[src/rtl/riscv_mem_arbiter.sv]
// riscv_mem_arbiter: one-outstanding memory port shared by IF and LS.
// Optional RISCV_ARB_TIMEOUT_EN: WAIT timeout with error response.
module riscv_mem_arbiter #(
    parameter int WORD_SIZE      = 32,
    parameter int MAX_LS_STREAK  = 4,
    parameter int TIMEOUT_CYCLES = 16
) (
    input  logic                 i_clk,
    input  logic                 i_reset,
    input  logic                 i_if_req,
    input  logic [WORD_SIZE-1:0] i_if_addr,
    output logic                 o_if_gnt,
    output logic                 o_if_rvalid,
    output logic [WORD_SIZE-1:0] o_if_rdata,
    input  logic                 i_ls_req,
    input  logic                 i_ls_we,
    input  logic [WORD_SIZE-1:0] i_ls_addr,
    input  logic [WORD_SIZE-1:0] i_ls_wdata,
    input  logic [3:0]           i_ls_be,
    output logic                 o_ls_gnt,
    output logic                 o_ls_rvalid,
    output logic [WORD_SIZE-1:0] o_ls_rdata,
    output logic                 o_mem_req,
    output logic                 o_mem_we,
    output logic [WORD_SIZE-1:0] o_mem_addr,
    output logic [WORD_SIZE-1:0] o_mem_wdata,
    output logic [3:0]           o_mem_be,
    input  logic                 i_mem_gnt,
    input  logic                 i_mem_rvalid,
    input  logic [WORD_SIZE-1:0] i_mem_rdata,
    output logic                 o_busy,
    output logic                 o_err
);

    localparam int SW = $clog2(MAX_LS_STREAK + 1);
    localparam logic [SW-1:0] STREAK_MAX = SW'(MAX_LS_STREAK);

    typedef enum logic [1:0] {
        IDLE,
        ISSUE,
        WAIT
    } state_t;

    state_t               state;
    state_t               state_next;
    logic                 owner_ls;
    logic [SW-1:0]        ls_streak;
    logic                 grant_if;
    logic                 grant_ls;
    logic                 resp;
    logic                 timeout_hit;
    logic [WORD_SIZE-1:0] resp_data;

    // Next-state, grant arbitration and response detection.
    always_comb begin
        state_next = state;
        grant_if   = 1'b0;
        grant_ls   = 1'b0;
        resp       = 1'b0;
        unique case (state)
            IDLE: begin
                if (!i_reset) begin
                    if (i_ls_req &&
                        (!i_if_req || ls_streak != STREAK_MAX)) begin
                        grant_ls = 1'b1;
                    end else if (i_if_req) begin
                        grant_if = 1'b1;
                    end
                    if (grant_ls || grant_if) begin
                        state_next = ISSUE;
                    end
                end
            end
            ISSUE: begin
                if (i_mem_gnt) begin
                    state_next = WAIT;
                end
            end
            WAIT: begin
                if (!i_reset && (i_mem_rvalid || timeout_hit)) begin
                    resp       = 1'b1;
                    state_next = IDLE;
                end
            end
            default: state_next = IDLE;
        endcase
    end

    assign o_if_gnt    = grant_if;
    assign o_ls_gnt    = grant_ls;
    assign o_if_rvalid = resp && !owner_ls;
    assign o_ls_rvalid = resp && owner_ls;
    assign resp_data   = timeout_hit ? '0 : i_mem_rdata;
    assign o_if_rdata  = o_if_rvalid ? resp_data : '0;
    assign o_ls_rdata  = o_ls_rvalid ? resp_data : '0;
    assign o_busy      = (state != IDLE);

    // State, owner, streak counter and registered memory request.
    always_ff @(posedge i_clk) begin
        if (i_reset) begin
            state       <= IDLE;
            owner_ls    <= 1'b0;
            ls_streak   <= '0;
            o_mem_req   <= 1'b0;
            o_mem_we    <= 1'b0;
            o_mem_addr  <= '0;
            o_mem_wdata <= '0;
            o_mem_be    <= 4'h0;
        end else begin
            state <= state_next;
            if (grant_ls) begin
                owner_ls    <= 1'b1;
                o_mem_req   <= 1'b1;
                o_mem_we    <= i_ls_we;
                o_mem_addr  <= i_ls_addr;
                o_mem_wdata <= i_ls_wdata;
                o_mem_be    <= i_ls_be;
                if (!i_if_req) begin
                    ls_streak <= '0;
                end else if (ls_streak != STREAK_MAX) begin
                    ls_streak <= ls_streak + 1'b1;
                end
            end else if (grant_if) begin
                owner_ls    <= 1'b0;
                o_mem_req   <= 1'b1;
                o_mem_we    <= 1'b0;
                o_mem_addr  <= i_if_addr;
                o_mem_wdata <= '0;
                o_mem_be    <= 4'hF;
                ls_streak   <= '0;
            end else if (state == ISSUE && i_mem_gnt) begin
                o_mem_req <= 1'b0;
            end
        end
    end

`ifdef RISCV_ARB_TIMEOUT_EN
    localparam int TW = $clog2(TIMEOUT_CYCLES + 1);
    localparam logic [TW-1:0] TMO_MAX = TW'(TIMEOUT_CYCLES);

    logic [TW-1:0] tmo_cnt;

    assign timeout_hit = (state == WAIT) && (tmo_cnt == TMO_MAX);

    // WAIT-cycle counter; o_err lines up with the forced response.
    always_ff @(posedge i_clk) begin
        if (i_reset) begin
            tmo_cnt <= '0;
            o_err   <= 1'b0;
        end else begin
            o_err <= (state == WAIT) && !i_mem_rvalid &&
                     (tmo_cnt == TMO_MAX - 1'b1);
            if (state == ISSUE) begin
                tmo_cnt <= '0;
            end else if (state == WAIT && !i_mem_rvalid && !timeout_hit) begin
                tmo_cnt <= tmo_cnt + 1'b1;
            end
        end
    end
`else
    // Timeout disabled: never fires, whatever TIMEOUT_CYCLES says.
    assign timeout_hit = (TIMEOUT_CYCLES < 0);
    assign o_err       = 1'b0;
`endif

endmodule

[config.mk]
export PLATFORM = sky130hd
export DESIGN_NAME = riscv_mem_arbiter
export DESIGN_NICKNAME = d
export VERILOG_FILES = /design/src/rtl/riscv_mem_arbiter.sv
export SDC_FILE = /design/constraint.sdc
export NUM_CORES = 1
export LEC_CHECK = 0
export CAP_MARGIN = 40
export CORE_UTILIZATION = 30
export CTS_CLUSTER_DIAMETER = 50
export CTS_CLUSTER_SIZE = 16
export DETAILED_ROUTE_END_ITERATION = 10
export GPL_ROUTABILITY_DRIVEN = 0
export GPL_TIMING_DRIVEN = 1
export PLACE_DENSITY = 0.71
export SLEW_MARGIN = 20
export SYNTH_ARGS = -nofsm -noshare
export SYNTH_HDL_FRONTEND = slang
export SYNTH_SLANG_ARGS = --single-unit
export TNS_END_PERCENT = 10
[constraint.sdc]
create_clock -name i_clk -period 4 [get_ports i_clk]
set_clock_uncertainty 0.05 [all_clocks]
set_input_delay 0.8 -clock i_clk [delete_from_list [all_inputs] [get_ports i_clk]]
set_output_delay 0.8 -clock i_clk [all_outputs]
set_load 0.05 [all_outputs]
==> results.cfg, run 1 <==
[outcome]
status = finished clean

[timing]
grt_setup_unrepaired = no
post-route-period-util_pct = 84.67
tns_ns = 0
fmax_mhz = 295.3
slew_headroom_pct = 52.23
final_max_slew_viol_count = 0
min_period_ns = 3.387
hold_viol = 0
setup_viol = 0
fin_hold_ws_ns = 0.4051
final.setup.worst_slack_ns = 0.6131
tightest_slew_ns = 0.7166

[route]
ant_nets = 0
drtIter0Drc = 212
drc = 0
drt-pass1-iter-count = 4
routed_wl_um = 14820
post_drt_wl_per_cell_um = 17.23
vias = 4273
vias_per_cell = 4.969

[floorplan]
die_area_mm2 = 0.01375
die_w_um = 117.3
core-area_mm2 = 0.01277
die_y_um = 117.3
ioPinCount = 279
row_count = 41
start_util_pct = 31.21

[cts]
cts.sinks = 76
ctsHoldBuffers = 0
ctsResizeCount = 0
h-tree-depth = 3
clock_latency_ns = 0.33
clk_path_buf_depth = 2
cts_setup_buffers = 0
cts_tree = yes
numCtsBuffers = 9
cts_root_buffer = clkbuf_16
cts.clk_slew.worst_paths_ns = 0.05

[synthesis]
synthCells = 436
ys_seq_area_share_pct = 38.17
synth-compound-area-share_pct = 25.42
synth_adder_area_share_pct = 0.6277
ys_async_sr_fraction_pct = 0
ys_ff_latch = 76
synth-simple-area-share_pct = 19.11
synthMuxAreaShare_pct = 8.035
syn_area_per_cell_um2 = 9.143
synth_top_family_by_area = compound AO/OA/AOI/OAI gates
synth_nets = 577
yosys_warnings = 0
mappedNetlistArea_mm2 = 0.003986
synth_ff_type = dfxtp_1
synth_enable_flop_cells = 0
ys_types = 37
synth_xor_area_share_pct = 0

[global_routing]
antenna_found_initial = 0
grt_max_degree = 77
grt_pass1_vias = 4071
grt_overflow = 0
grt_first_pass_wirelength_um = 21490
groute.usage.overall_pct = 20.52

[placed_design]
place_area_mm2 = 0.007417
post-place-ws_ns = 0.6449
io_buffers = 277
dpl.hpwl_um = 11090

[final_layout]
syn_to_final_growth_pct = 92.84
regArea_mm2 = 0.001521
layout-drive-gt1-share_pct = 17.01
multi_input_area_mm2 = 0.002127
fin_nets = 825
fin_area_mm2 = 0.007687
diodes = 0
layout_commonest_cell = clkdlybuf4s50_1
final_cell_mix = clkdlybuf4s50_1, dfxtp_1, a21oi_1
fillCellCount = 1066

[critical_path]
endpoint_kind = primary output
crit_arrival_ns = 2.54
critPathLaunchType = primary input
crit_required_ns = 3.15
cp_max_fo = 11
path_class = in2out

[pwr]
p_sw_mw = 0.7630
powerDensity_mw_per_mm2 = 306.1
p_comb_share_pct = 32.0
internal_power_mw = 1.590
power.share.clock_pct = 31.4
ir_worst_vdd_uv = 193.4
p_sw_share_pct = 32.42
total_power_mw = 2.353
leakage_nw = 2.850
p_seq_share_pct = 36.6

[flow_run]
maxCapViolCount = 0

[min_path]
holdCritPathClass = reg2reg
[path summary, 6_finish.rpt]
kind / from / to / slack, ns / cells after the start
setup / recovery: i_if_req / o_if_gnt / 0.61 / 4
hold / removal: o_mem_req / o_mem_req / 0.41 / 2
setup reg to reg: ls_streak[0] / o_mem_be[2] / 2.05 / 6
hold reg to reg: o_mem_req / o_mem_req / 0.41 / 2
[metal layers]
layer	global-route usage, %	routed length (µm)	vias up
met2	38.94	7895	171
met5	0	0	-
met4	6.498	199	0
met3	5.355	1218	14
li1	-	-	2076
met1	21.99	5508	2012
[final cells by class]
cell class,instances,share of cell area [%]
repair buffers,289,46.03
clock buffers,13,3.385
clock inverters,2,0.1302
inverters,4,0.1953
well taps,172,2.799
flip-flops and latches,76,19.79
multi-input cells,304,27.67
[through the flow]
step | instances | util [%]
floorplan | 436 | -
global placement | 845 | 58.07
detailed placement | 845 | 58.07
CTS | 860 | 60.18
global route | 860 | 60.18
finish | 860 | 60.18
[power groups by stage]
stage / logic, mW / clock network (mW) / registers, mW
final: 0.753 / 0.739 / 0.861
after global routing: 0.793 / 0.803 / 0.868
after CTS: 0.758 / 0.763 / 0.861
after detailed placement: 0.755 / 0 / 0.877
after global placement: 0.744 / 0 / 0.873
after floorplan: 0.237 / 0 / 1.08
[Yosys cell counts (all sizes together) (2+ instances only)]
master | instances | area share, %
o21ai | 3 | 0.38
o221a | 4 | 1.1
or2 | 2 | 0.31
ha | 2 | 0.63
nand2 | 4 | 0.38
mux2i | 32 | 8.0
nand3 | 36 | 4.5
nor3 | 2 | 0.53
and3 | 2 | 0.31
o31ai | 66 | 15
inv | 3 | 0.28
nor2 | 5 | 0.47
and2 | 64 | 10
buf | 29 | 6.0
dfxtp | 76 | 38
nand3b | 2 | 0.38
a21oi | 69 | 8.7
nor3b | 2 | 0.66
clkbuf | 23 | 2.2
[cell families after synthesis]
logic type               Yosys count
AO/OA/AOI/OAI                    145
adder cells (fa/ha/maj)            2
buffers and inverters             56
flip-flops                        76
multiplexers                      32
other                              1
AND/OR/NAND/NOR                  124
[registers in the layout (all words and copies together), names as in the netlist]
name	count
o_mem_be	4
o_mem_wdata	32
ls_streak	3
owner_ls	1
o_mem_req	1
o_mem_we	1
state	2
o_mem_addr	32
[worst max-delay path, stage by stage]
cell	delay (ns)
clkdlybuf4s50_1	0.62
nand3_1	0.41
a21boi_0	0.51
buf_12	0.19
No activity file was read; power rests on OpenSTA's default activity.
==> inputs of run 2 (changes only) <==
==> constraint.sdc (replaced) <==
create_clock -name i_clk -period 3.48 [get_ports i_clk]
set_clock_uncertainty 0.05 [all_clocks]
set_input_delay 0.696 -clock i_clk [delete_from_list [all_inputs] [get_ports i_clk]]
set_output_delay 0.696 -clock i_clk [all_outputs]
set_load 0.05 [all_outputs]
==> run 2 against run 1 <==
Global-route usage about the same; final cell count increased by 0.23%; die area did not move; via count grew 0.98%; clock-buffer cell count down 1; combinational power rose by 15%; highest routed layer unchanged; setup slack lost 0.24 ns; first-iteration DRC count is 2.4% higher.
==> results.cfg, run 2 (synthesis results as in run 1) <==
[global_routing]
top_usage_layer = met2
met3_usage_pct = 5.973
groute.usage.overall_pct = 20.49
grt_max_degree = 77
grt_overflow = 0
use_met2_pct = 36.78
grt_pass1_vias = 4068
grt_first_pass_wirelength_um = 21490
antenna_found_initial = 1
use_met1_pct = 22.59

[outcome]
status = finished clean

[min_path]
holdCritPathClass = reg2reg
min_from = o_mem_req
holdPathEnd = o_mem_req
holdPathStages = 2

[cts]
ctsHoldBuffers = 0
cts_tree = yes
h-tree-depth = 3
cts_setup_buffers = 0
ctsResizeCount = 0
numCtsBuffers = 9
cts.clk_slew.worst_paths_ns = 0.05
cts_root_buffer = clkbuf_16
clock_latency_ns = 0.32
clk_path_buf_depth = 2
cts.sinks = 76

[timing]
slew_headroom_pct = 51.80
final_max_slew_viol_count = 0
hold_viol = 0
tightest_slew_ns = 0.7230
post-route-period-util_pct = 89.22
tns_ns = 0
min_period_ns = 3.105
grt_setup_unrepaired = no
fmax_mhz = 322.1
setup_viol = 0

[pwr]
power.share.clock_pct = 36.9
leakage_nw = 2.889
powerDensity_mw_per_mm2 = 378.8
p_sw_share_pct = 30.32
p_comb_share_pct = 29.4
ir_worst_vdd_uv = 225.8
p_seq_share_pct = 33.6
p_sw_mw = 0.8923
internal_power_mw = 2.050

[floorplan]
core-area_mm2 = 0.01277
die_area_mm2 = 0.01375
start_util_pct = 31.21
ioPinCount = 279
die_w_um = 117.3
row_count = 41
die_y_um = 117.3

[route]
drt-pass1-iter-count = 4
post_drt_wl_per_cell_um = 17.15
drtIter0Drc = 217
routed_wl_um = 14780
vias_per_cell = 5.006
vias = 4315
ant_nets = 0
drc = 0

[critical_path]
crit_required_ns = 2.73
critPathMaxStageDelay_ns = 0.62
slowest_stage = clkdlybuf4s50_1
crit_arrival_ns = 2.36
r2r-end = o_mem_addr[5]
worstRegToRegCells = 4
path_cells = clkdlybuf4s50_1 > nand3_1 > a21boi_0 > buf_12
critPathLaunchType = primary input
r2r-start = state[1]
cp_max_fo = 11
endpoint_kind = primary output
path_class = in2out
r2r_slack_ns = 1.54

[final_layout]
fin_nets = 825
layout_commonest_cell = clkdlybuf4s50_1
multi_input_area_mm2 = 0.002127
final_cell_mix = clkdlybuf4s50_1, dfxtp_1, a21oi_1
top_regs = o_mem_addr x32, o_mem_wdata x32, o_mem_be x4
syn_to_final_growth_pct = 94.88
regArea_mm2 = 0.001521
layout-drive-gt1-share_pct = 17.42
fillCellCount = 1053
post-route-util_pct = 60.82

[placed_design]
dpl.hpwl_um = 11050
io_buffers = 277

[flow_run]
maxCapViolCount = 0
run 2: how the worst max path moves through the flow:
stage / startpoint / endpoint / slack [ns] / cells after the start
floorplan: i_reset / o_if_gnt / 0.18 / 5
global placement: i_if_req / o_if_gnt / 0.42 / 4
detailed placement: i_if_req / o_if_gnt / 0.40 / 4
CTS: i_if_req / o_if_gnt / 0.37 / 4
global route: i_if_req / o_if_gnt / 0.23 / 4
finish: i_if_req / o_if_gnt / 0.38 / 4
run 2: metrics by stage:
step | power [mW] | worst slack [ns] | std cells | area, µm² | hold slack [ns]
floorplan | 1.516 | 0.1781 | 436 | 3986 | 0.4084
global placement | 1.858 | 0.4221 | 845 | 7415 | 0.3970
detailed placement | 1.876 | 0.4023 | 845 | 7415 | 0.4085
CTS | 2.975 | 0.3722 | 861 | 7766 | 0.4165
global route | 3.073 | 0.2287 | 862 | 7769 | 0.4375
finish | 2.943 | 0.3751 | 862 | 7769 | 0.4092
run 2: cell type report:
class                           count  share of cell area (%)
Clock buffer                       12                   3.302
Timing Repair Buffer              289                   45.51
Multi-Input combinational cell    304                   27.38
Sequential cell                    76                   19.58
Inverter                            4                  0.1933
Tap cell                          172                   2.770
Clock inverter                      4                   1.224
Antenna cell                        1                 0.03221
run 2: power by group through the flow:
stage / Clock, mW / Sequential, mW / Combinational [mW]
finish: 1.09 / 0.990 / 0.866
global route: 1.17 / 0.998 / 0.910
floorplan: 0 / 1.24 / 0.273
detailed placement: 0 / 1.01 / 0.868
global placement: 0 / 1.00 / 0.854
CTS: 1.11 / 0.990 / 0.871
run 2: worst max-delay path: cells and delay by family:
| family | cells | cell delay [ns] |
|---|---|---|
| buffers and inverters | 2 | 0.81 |
| AO/OA/AOI/OAI | 1 | 0.46 |
| AND/OR/NAND/NOR | 1 | 0.39 |
run 2: routing by layer:
metal  up-vias  part of all wire [%]
li1       2082                     -
met1      2018                    36
met2       197                    53
met3        18                   8.8
met4         0                   1.9
met5         -                     0
